### src/rtl/progress_ticker.sv
// -----------------------------------------------------------------------------
// progress_ticker
//
// Progress-bar sequencer for the playback/record display path. It converts
// the active menu mode into a stepped progress index. The index advances once
// every TICK_CYCLES clocks. Pause, restart and end-of-track are handled here.
// Single clock domain. All outputs are registered.
//
// Build option:
//   PROGRESS_LOOP_EN : when defined, play mode wraps STEPS->0 with a wrap
//                      pulse instead of saturating. Record mode always
//                      saturates. When undefined, wrap is tied low.
//
// Ports:
//   clk      in   system clock
//   rst_n    in   synchronous active-low reset
//   menu     in   2-bit mode: 00 idle, 01 play, 10 record, 11 reserved (idle)
//   pause    in   level; freezes prescaler and index while high
//   restart  in   one-cycle pulse; index and prescaler return to 0, mode kept
//   idx      out  current progress step, 0..STEPS
//   tick     out  one-cycle pulse in the first cycle a new idx is visible
//   done     out  high while idx is held at STEPS
//   wrap     out  one-cycle pulse on STEPS->0 rollover (loop builds only)
//   active   out  high in RUN or PAUSE
// -----------------------------------------------------------------------------
module progress_ticker #(
    parameter int TICK_CYCLES = 50_000_000,
    parameter int STEPS       = 20,
    parameter int IDX_W       = 6,
    parameter int CNT_W       = 26
) (
    input  logic             clk,
    input  logic             rst_n,
    input  logic [1:0]       menu,
    input  logic             pause,
    input  logic             restart,
    output logic [IDX_W-1:0] idx,
    output logic             tick,
    output logic             done,
    output logic             wrap,
    output logic             active
);

    typedef enum logic [1:0] {
        S_IDLE  = 2'd0,
        S_RUN   = 2'd1,
        S_PAUSE = 2'd2,
        S_DONE  = 2'd3
    } state_t;

    localparam logic [CNT_W-1:0] LAST_CNT = CNT_W'(TICK_CYCLES - 1);
    localparam logic [IDX_W-1:0] LAST_IDX = IDX_W'(STEPS);

    state_t           state, state_nx;
    logic [CNT_W-1:0] presc, presc_nx;
    logic [IDX_W-1:0] idx_nx;
    logic             tick_nx;
    logic             done_nx;
    logic             active_nx;
    logic [1:0]       menu_q;

    logic mode_act;   // menu selects play or record
    logic mode_chg;   // menu differs from last cycle's value
    logic expire;     // prescaler at its terminal count
    logic at_last;    // index already saturated at STEPS

`ifdef PROGRESS_LOOP_EN
    logic wrap_nx;
`endif

    assign mode_act = (menu == 2'b01) || (menu == 2'b10);
    assign mode_chg = (menu != menu_q);
    assign expire   = (presc == LAST_CNT);
    assign at_last  = (idx == LAST_IDX);

    // -------------------------------------------------------------------------
    // Next-state / next-output logic.
    // Priority: mode change, restart, pause, expiry. Reset is in the register
    // process. A clear from a mode change or restart discards any expiry in
    // the same cycle, so neither tick nor wrap fires then.
    // -------------------------------------------------------------------------
    always_comb begin
        state_nx = state;
        presc_nx = presc;
        idx_nx   = idx;
        tick_nx  = 1'b0;
`ifdef PROGRESS_LOOP_EN
        wrap_nx  = 1'b0;
`endif

        if (mode_chg) begin
            presc_nx = '0;
            idx_nx   = '0;
            state_nx = mode_act ? S_RUN : S_IDLE;
        end else begin
            unique case (state)
                S_IDLE: begin
                    presc_nx = '0;
                    idx_nx   = '0;
                    if (mode_act) state_nx = S_RUN;
                end

                // In PAUSE, an unpaused cycle counts exactly like RUN. Counting
                // therefore resumes on the first cycle pause is low. An expiry
                // held back by pause fires then, too.
                S_RUN, S_PAUSE: begin
                    if (restart) begin
                        presc_nx = '0;
                        idx_nx   = '0;
                        state_nx = S_RUN;
                    end else if (pause) begin
                        state_nx = S_PAUSE;
                    end else begin
                        state_nx = S_RUN;
                        if (expire) begin
                            presc_nx = '0;
                            if (!at_last) begin
                                idx_nx  = idx + 1'b1;
                                tick_nx = 1'b1;
                            end
`ifdef PROGRESS_LOOP_EN
                            else if (menu == 2'b01) begin
                                idx_nx  = '0;
                                tick_nx = 1'b1;
                                wrap_nx = 1'b1;
                            end
`endif
                            else begin
                                // The end was reached one interval ago; park here.
                                state_nx = S_DONE;
                            end
                        end else begin
                            presc_nx = presc + 1'b1;
                        end
                    end
                end

                S_DONE: begin
                    presc_nx = '0;
                    if (restart) begin
                        idx_nx   = '0;
                        state_nx = S_RUN;
                    end
                end

                default: begin
                    presc_nx = '0;
                    idx_nx   = '0;
                    state_nx = S_IDLE;
                end
            endcase
        end

        // done follows idx directly. It rises with the step that lands on
        // STEPS, not with entry to DONE.
        done_nx   = (idx_nx == LAST_IDX) && (state_nx != S_IDLE);
        active_nx = (state_nx == S_RUN) || (state_nx == S_PAUSE);
    end

    // -------------------------------------------------------------------------
    // State and output registers
    // -------------------------------------------------------------------------
    always_ff @(posedge clk) begin
        if (!rst_n) begin
            state  <= S_IDLE;
            presc  <= '0;
            idx    <= '0;
            tick   <= 1'b0;
            done   <= 1'b0;
            active <= 1'b0;
            menu_q <= 2'b00;
        end else begin
            state  <= state_nx;
            presc  <= presc_nx;
            idx    <= idx_nx;
            tick   <= tick_nx;
            done   <= done_nx;
            active <= active_nx;
            menu_q <= menu;
        end
    end

`ifdef PROGRESS_LOOP_EN
    always_ff @(posedge clk) begin
        if (!rst_n) wrap <= 1'b0;
        else        wrap <= wrap_nx;
    end
`else
    assign wrap = 1'b0;
`endif

endmodule

### config.mk
export PLATFORM = sky130hd
export DESIGN_NAME = progress_ticker
export DESIGN_NICKNAME = d
export VERILOG_FILES = /design/src/rtl/progress_ticker.sv
export SDC_FILE = /design/constraint.sdc
export NUM_CORES = 1
export LEC_CHECK = 0
export ABC_AREA = 0
export CAP_MARGIN = 40
export CORE_ASPECT_RATIO = 0.5
export CORE_MARGIN = 8
export CORE_UTILIZATION = 50
export DETAILED_ROUTE_END_ITERATION = 8
export DONT_BUFFER_PORTS = 1
export SETUP_SLACK_MARGIN = 0.05
export SYNTH_ARGS = -nofsm -noshare
export SYNTH_HDL_FRONTEND = slang
export SYNTH_SLANG_ARGS = --single-unit
export TNS_END_PERCENT = 20
### constraint.sdc
create_clock -name clk -period 3.9 [get_ports clk]
set_input_delay 0.78 -clock clk [delete_from_list [all_inputs] [get_ports clk]]
set_output_delay 0.78 -clock clk [all_outputs]
set_load 0.01 [all_outputs]
# Word-level counts from Yosys, hierarchy flattened
# Index checks and enable logic that the tools add are counted.
[word_totals]
wordCells = 54
register_bits = 39
out_inout_bits = 10
input_bits = 6
[op_classes]
eq_ne = 12
addsub = 2
n_reduce_logical = 9
bitwise_logic = 3
muxes = 21
[op_table]
columns = ["operator", "count"]
rows = [
  ["$mux 26", 3],
  ["$pmux 26 s2", 1],
  ["$mux 6", 6],
  ["$add 26x1->26 const B", 1],
  ["$eq 26x26->1 const B", 1],
  ["$pmux 6 s3", 1],
  ["$mux 2", 7],
  ["$eq 6x5->1 const B", 2],
  ["$eq 2x2->1 const B", 4],
  ["$add 6x1->6 const B", 1],
  ["$eq 2x1->1 const B", 3],
  ["$pmux 2 s3", 1],
  ["$reduce_or 2->1", 3],
  ["$reduce_or 6->1", 1],
  ["$ne 3x3->1 const B", 1],
  ["$not 1->1", 3],
  ["$logic_not 2->1", 1],
  ["$logic_or 1x1->1", 2],
  ["$mux 1", 2],
  ["$ne 2x2->1", 1],
  ["$reduce_bool 2->1", 1],
  ["$logic_and 1x1->1", 1],
]

# Depth between registers and ports, before layout
# Gate-level depths: netlist of run 1.
[logic_depth]
depth_word = 9
depth_mapped = 12
depth_no_buf = 11

# Worst setup path before layout of run 1
# No wires, ideal clock.
[synth_timing]
kind = "register -> register"
start = "register presc[12]"
end = "register done"
stages_incl_launch_ff = 13
path_buffers = 2
period_less_slack_ns = 3.028
slack_ns = 0.872
setup_time_ns = 0.092
t_arrival_ns = 2.936
required_time_ns = 3.808
path_cell_list = "dfxtp_1 -> and4_1 -> buf_4 -> and4_1 -> buf_6 -> and4_1 -> a21oi_1 -> o32ai_1 -> nand2_1 -> ha_1 -> or4_1 -> or4_1 -> nor4_1"
[synth_via]
elab_chain_len = 8
word_cells_on_any_way = 14
cone_classes = "eq/ne: 2; mux: 10; reduce/logical: 2"
[synth_lines]
columns = ["item", "line_no", "source"]
rows = [
  ["from (decl)", "55", "logic [CNT_W-1:0] presc, presc_nx;"],
  ["from (signal assigned)", "174", "presc <= presc_nx;"],
  ["$eq 26x26->1 (*)", "73", "assign expire = (presc == LAST_CNT);"],
  ["$mux 6 / $mux 2 (equally long branches)", "115", "if (expire) begin"],
  ["$mux 6 / $mux 2 (equally long branches)", "111", "end else if (pause) begin"],
  ["$mux 6 / $mux 2 (equally long branches)", "107", "if (restart) begin"],
  ["$pmux 6 s3 / $pmux 2 s3 (equally long branches)", "96", "unique case (state)"],
  ["$mux 6 / $mux 2 (equally long branches)", "91", "if (mode_chg) begin"],
  ["$eq 6x5->1 / $reduce_bool 2->1 (equally long branches)", "156", "done_nx = (idx_nx == LAST_IDX) && (state_nx != S_IDLE);"],
  ["$logic_and 1x1->1 (*)", "156", ""],
  ["to (signal assigned)", "177", "done <= done_nx;"],
  ["to (decl)", "39", "output logic done,"],
]
# Every way passes the cells marked *; elsewhere a longest branch is shown, timed or not.
# A chain may end at the register's enable or synchronous reset.

# Final worst setup path of run 1
# Same ends and word-level chain as after synthesis.

==> results of run 1 <==
-- through the flow --
stage | hold slack (ns) | instance area [um^2]
2_1_floorplan | 0.4413 | 2197
3_3_place_gp | 0.4585 | 2205
3_5_place_dp | 0.4719 | 2205
4_1_cts | 0.4886 | 2322
5_1_grt | 0.5206 | 2322
6_report | 0.4935 | 2322
-- logic make-up after synthesis --
| group | after synthesis |
|---|---|
| and+or+nand+nor | 126 |
| AOI/OAI and AO/OA | 74 |
| DFF | 39 |
| buffers and inverters | 21 |
| adders and majority gates | 7 |
| xor gates and xnor gates | 6 |
| muxes | 2 |
| other | 1 |
-- where the power goes --
group,switching [mW],total (mW),internal [mW]
logic,0.0335,0.0504,0.0169
clock network,0.143,0.350,0.207
registers,0.00257,0.404,0.401
total,0.179,0.804,0.625
-- cell type report --
class / count / area, um^2
inverters: 7 / 26.28
multi-input cells: 216 / 1319
repair buffers: 1 / 7.507
clock buffers: 6 / 82.58
fillers: 435 / 1996
well taps: 57 / 71.32
flip-flops and latches: 39 / 780.7
clock inverters: 2 / 35.03
-- cells in the final DEF (no fill, tap or decap), types with 2 or more instances in the layout --
cell type	count
a211o_1	2
a211oi_1	3
a21o_1	2
a21oi_1	28
a22oi_1	2
a311oi_1	5
a31oi_1	7
and2_1	7
and3_1	7
and4_1	5
clkbuf_8	6
dfxtp_1	39
ha_1	7
inv_1	7
nand2_1	19
nand2b_1	5
nand3_1	20
nand3b_1	2
nand4_1	2
nand4b_1	5
nor2_1	24
nor2b_1	5
nor3_1	4
nor4_1	4
o21ai_0	16
or2_2	2
or3_1	7
or4_1	3
xor2_1	5
-- sequential cells by signal, indices dropped and copies added (netlist names) --
| name | count |
|---|---|
| presc | 26 |
| idx | 6 |
| menu_q | 2 |
| state | 2 |
| active | 1 |
| done | 1 |
| tick | 1 |
-- final timing paths --
path,slack [ns],cells past startpoint,endpoint
worst min-delay path,0.49,1,presc[15]
worst min register to register,0.49,1,presc[15]
worst max register to register,0.39,10,done
worst max-delay path,0.39,10,done
-- critical path: cells and delay by family (launching register included) --
kind / cells / cell delay, ns
adder cells (fa/ha/maj): 1 / 0.20
flip-flops: 1 / 0.42
AND/OR/NAND/NOR: 7 / 2.36
AO/OA/AOI/OAI: 2 / 0.44
-- per-layer routing --
metal / up-vias / routed length, um
met5: - / 0
met4: 0 / 33
met3: 4 / 357
met2: 54 / 2279
met1: 942 / 2694
li1: 1007 / -
==> results_dict.tcl, run 1 <==
set metrics [dict create \
    ys_top_cells_by_area "dfxtp_1 36%, a21oi_1 6.4%, nand3_1 4.6%" \
    cts_setup_buffers 0 \
    power.total_mw 0.8040 \
    synth_compound_area_frac 0.2090 \
    cp_data_required_time_ns 4.10 \
    num_rows 17 \
    synth_fp_nets 289 \
    drc 0 \
    slew_violations 0 \
    critPathMaxStageDelay_ns 0.51 \
    grt_pass1_wl_um 9032 \
    numCtsBuffers 5 \
    synthDistinctLibCells 50 \
    synthTopCellsByCount "39 x dfxtp_1, 28 x a21oi_1, 24 x nor2_1" \
    synth_top_family_by_area "simple AND/OR/NAND/NOR gates" \
    use_met3 0.04424 \
    drive_gt1_frac 0.05535 \
    ys.flop_type "dfxtp_1" \
    coreArea_mm2 0.004318 \
    async_flop_share 0 \
    dp_cells 320 \
    dr.pass1.iters 4 \
    rsz0062_at_grt "no" \
    grt_usage 0.1598 \
    die_height_um 62.88 \
    vdd_ir_drop_max_mv 0.1935 \
    clk_pin_slew_ns 0.08 \
    place_hpwl_um 3773 \
    preCtsSetupSlack_ns 0.4849 \
    ios 16 \
    drtIter0Drc 115 \
    synth_top_cell_area_share 0.3554 \
    drv_cap 0 \
    place.gp.congestion 0.8714 \
    synth_area_mm2 0.002197 \
    slew_headroom 0.4130 \
    synth_cells 276 \
    cts-root-buf "clkbuf_8" \
    muxShareOfSynthArea 0.009681 \
    cts_tree "done" \
    grt_max_degree 24 \
    routed_wl_um 5364 \
    cts_hold_buf 0 \
    crit_path_top_delay_cell "or4_1" \
    crit_chain "and4_1 > and4_1 > and4_1 > a21oi_1 > o32ai_1 > nand2_1 > ha_1 > or4_1 > or4_1 > nor4_1" \
    cts_sinks 39 \
    overflow 0 \
    synthXorXnorAreaFrac 0.02392 \
    fin_crit_ns 3.512 \
    yosysSeqAreaShare 0.3554 \
    htree_num_levels 2 \
    syn2layout_area_growth_pct 5.695 \
    vias 2007 \
    die-area_mm2 0.006900 \
    cts.repair.resized 0 \
    worst_path_most_repeated_cell "and4_1" \
    rr_startpoint "presc[12]" \
    met1_usage 0.2188 \
    yosys_warnings 0 \
    hp-start "presc[15]" \
    critical_path_class "flip-flop to flip-flop" \
    status "complete, no violations" \
    worst-path-max-fanout 8 \
    fin_nets 283 \
    synth_top_area_cell "dfxtp_1" \
    setup_viol 0 \
    stdcell_count 328 \
    clk_latency_ns 0.29 \
    cts_buffer_depth 2 \
    synth_edf_count 0 \
    syn_avg_cell_area_um2 7.961 \
    timing.final.crit_share 0.9005 \
    tns_ns 0 \
    busiest_layer "met2" \
    max_clock_freq_mhz 284.7 \
    diodes 0 \
    synthSimpleGateAreaFrac 0.3161 \
    grt_pass1_vias 1911 \
    critPathCaptureType "flip-flop" \
    finClkSkew_ns 0.01016 \
    die_width_um 109.7 \
    fin_ws_ns 0.3880 \
    grt_use_met2 0.2392 \
    initial_core_util 0.5088 \
    start_kind "flip-flop" \
    io_buffers 0 \
    leakagePower_nw 0.7401 \
    critPathArrivalTime_ns 3.71 \
    ant_nets 0 \
    timing.final.hold_violations 0 \
    synthAdderAreaFrac 0.03986 \
    via_per_inst 6.119 \
    yosysMostFrequentCell "dfxtp_1" \
    utilization 0.5378 \
    worst-slew-pin-transition_ns 0.8784 \
    wl_per_cell_um 16.35 \
    crit_start "presc[12]" \
    synth-seq-cells 39 \
    hold_path.class "flip-flop to flip-flop" \
    antenna_found_initial 0 \
    p_per_area_mw_per_mm2 346.2 \
]
No activity file was read; power rests on OpenSTA's default activity.
==> run 2, diff against run 1 <==
HOLD_SLACK_MARGIN = 0.02   (was default)
==> results of run 2 <==
Final layout, timing and power as in run 1 (identical DEF).
==> run 3, diff against run 2 <==
CORE_UTILIZATION = 40   (was 50)
==> results_dict.tcl, run 3 (synthesis gave the netlist of run 1 again) <==
set metrics [dict create \
    worst-slew-pin-transition_ns 0.8343 \
    via_per_inst 5.820 \
    cts_sinks 39 \
    drive_gt1_frac 0.05535 \
    rrSetupSlack_ns 0.49 \
    numCtsBuffers 5 \
    hold_path.class "flip-flop to flip-flop" \
    timing.final.crit_share 0.8749 \
    die-area_mm2 0.008264 \
    hold_end "presc[15]" \
    critical_path_class "flip-flop to flip-flop" \
    overflow 0 \
    clk_pin_slew_ns 0.08 \
    worst-path-max-fanout 8 \
    leakagePower_nw 0.7401 \
    crit_chain "and4_1 > and4_1 > and4_1 > a21oi_1 > o32ai_1 > nand2_1 > ha_1 > or4_1 > or4_1 > nor4_1" \
    r2r_cells 10 \
    reg_top3 "presc: 26 flops, idx: 6 flops" \
    holdPathStages 1 \
    io_buffers 0 \
    place.gp.congestion 0.8167 \
    finClkSkew_ns 0.01122 \
    largest_register_ffs 26 \
    mostFrequentLayoutCells "39 x dfxtp_1, 28 x a21oi_1, 24 x nor2_1" \
    routed_wl_um 5294 \
    grt_pass1_wl_um 8832 \
    drc 0 \
    wl_per_cell_um 15.39 \
    preCtsSetupSlack_ns 0.5616 \
    fin_crit_ns 3.412 \
    cts_setup_buffers 0 \
    die_width_um 120.8 \
    grt_max_degree 24 \
    cts.repair.resized 0 \
    critPathMaxStageDelay_ns 0.50 \
    rr_endpoint "done" \
    cp_data_required_time_ns 4.10 \
    tns_ns 0 \
    max_clock_freq_mhz 293.1 \
    htree_num_levels 2 \
    fin_ws_ns 0.4878 \
    rsz0062_at_grt "no" \
    cts-root-buf "clkbuf_8" \
    initial_core_util 0.4071 \
    critPathCaptureType "flip-flop" \
    antenna_found_initial 0 \
    cpLargestDelayFamily "simple AND/OR/NAND/NOR gates" \
    p_per_area_mw_per_mm2 344.6 \
    worst_path_most_repeated_cell "and4_1" \
    slew_headroom 0.4424 \
    syn2layout_area_growth_pct 6.606 \
    grt_pass1_vias 1884 \
    cts_hold_buf 0 \
    fin_nets 283 \
    regMostFlops "presc" \
    coreArea_mm2 0.005396 \
    hp-start "presc[15]" \
    die_height_um 68.41 \
    status "complete, no violations" \
    slew_violations 0 \
    diodes 0 \
    clk_latency_ns 0.30 \
    critPathArrivalTime_ns 3.61 \
    ant_nets 0 \
    cts_tree "done" \
    start_kind "flip-flop" \
    timing.final.hold_violations 0 \
    place_hpwl_um 3750 \
    rr_startpoint "presc[12]" \
    cts_buffer_depth 2 \
    layout_commonest_cell "dfxtp_1" \
    drtIter0Drc 208 \
    grt_usage 0.1339 \
    num_rows 19 \
    vdd_ir_drop_max_mv 0.1743 \
    setup_viol 0 \
    crit_buf_inv 0 \
    drv_cap 0 \
    ios 16 \
    crit_path_top_delay_cell "or4_1" \
    vias 2002 \
    dr.pass1.iters 4 \
]
run 3: routing by layer:
metal | GRT usage | routed length (um) | vias to the layer above
met5 | 0 | 0 | -
met4 | 0.05855 | 81 | 0
met3 | 0.03539 | 261 | 8
met2 | 0.2309 | 2362 | 37
met1 | 0.1583 | 2590 | 952
li1 | - | - | 1005
run 3: worst max-delay path by stage:
stage	startpoint	end	slack (ns)	cells past startpoint
2_1_floorplan	presc[12]	done	0.87	12
3_3_place_gp	presc[12]	done	0.61	10
3_5_place_dp	presc[12]	done	0.56	10
4_1_cts	presc[12]	done	0.53	10
5_1_grt	presc[12]	done	0.21	10
6_report	presc[12]	done	0.49	10
run 3: through the flow:
| stage | hold WS (ns) | power (mW) | utilization | std cells | cell area, um^2 |
|---|---|---|---|---|---|
| final | 0.4855 | 0.8072 | 0.4340 | 344 | 2342 |
| after global routing | 0.5196 | 0.8426 | 0.4340 | 344 | 2342 |
| after CTS | 0.4841 | 0.8166 | 0.4340 | 344 | 2342 |
| after detailed placement | 0.4696 | 0.4618 | 0.4122 | 336 | 2225 |
| after global placement | 0.4625 | 0.4616 | 0.4122 | 336 | 2225 |
| after floorplan | 0.4413 | 0.4536 | - | 276 | 2197 |
run 3: power by group:
part / internal, mW / switching [mW] / total, mW
Combinational: 0.0168 / 0.0326 / 0.0494
Clock: 0.207 / 0.147 / 0.354
Sequential: 0.401 / 0.00245 / 0.404
run 3: final cells by class:
cell class                 instances  area, um^2
multi-input combinational        216        1319
clock inverter                     2       35.03
timing repair buffer               1       7.507
fill                             532        3054
inverter                           7       26.28
clock buffer                       6       82.58
sequential                        39       780.7
tap                               73       91.34
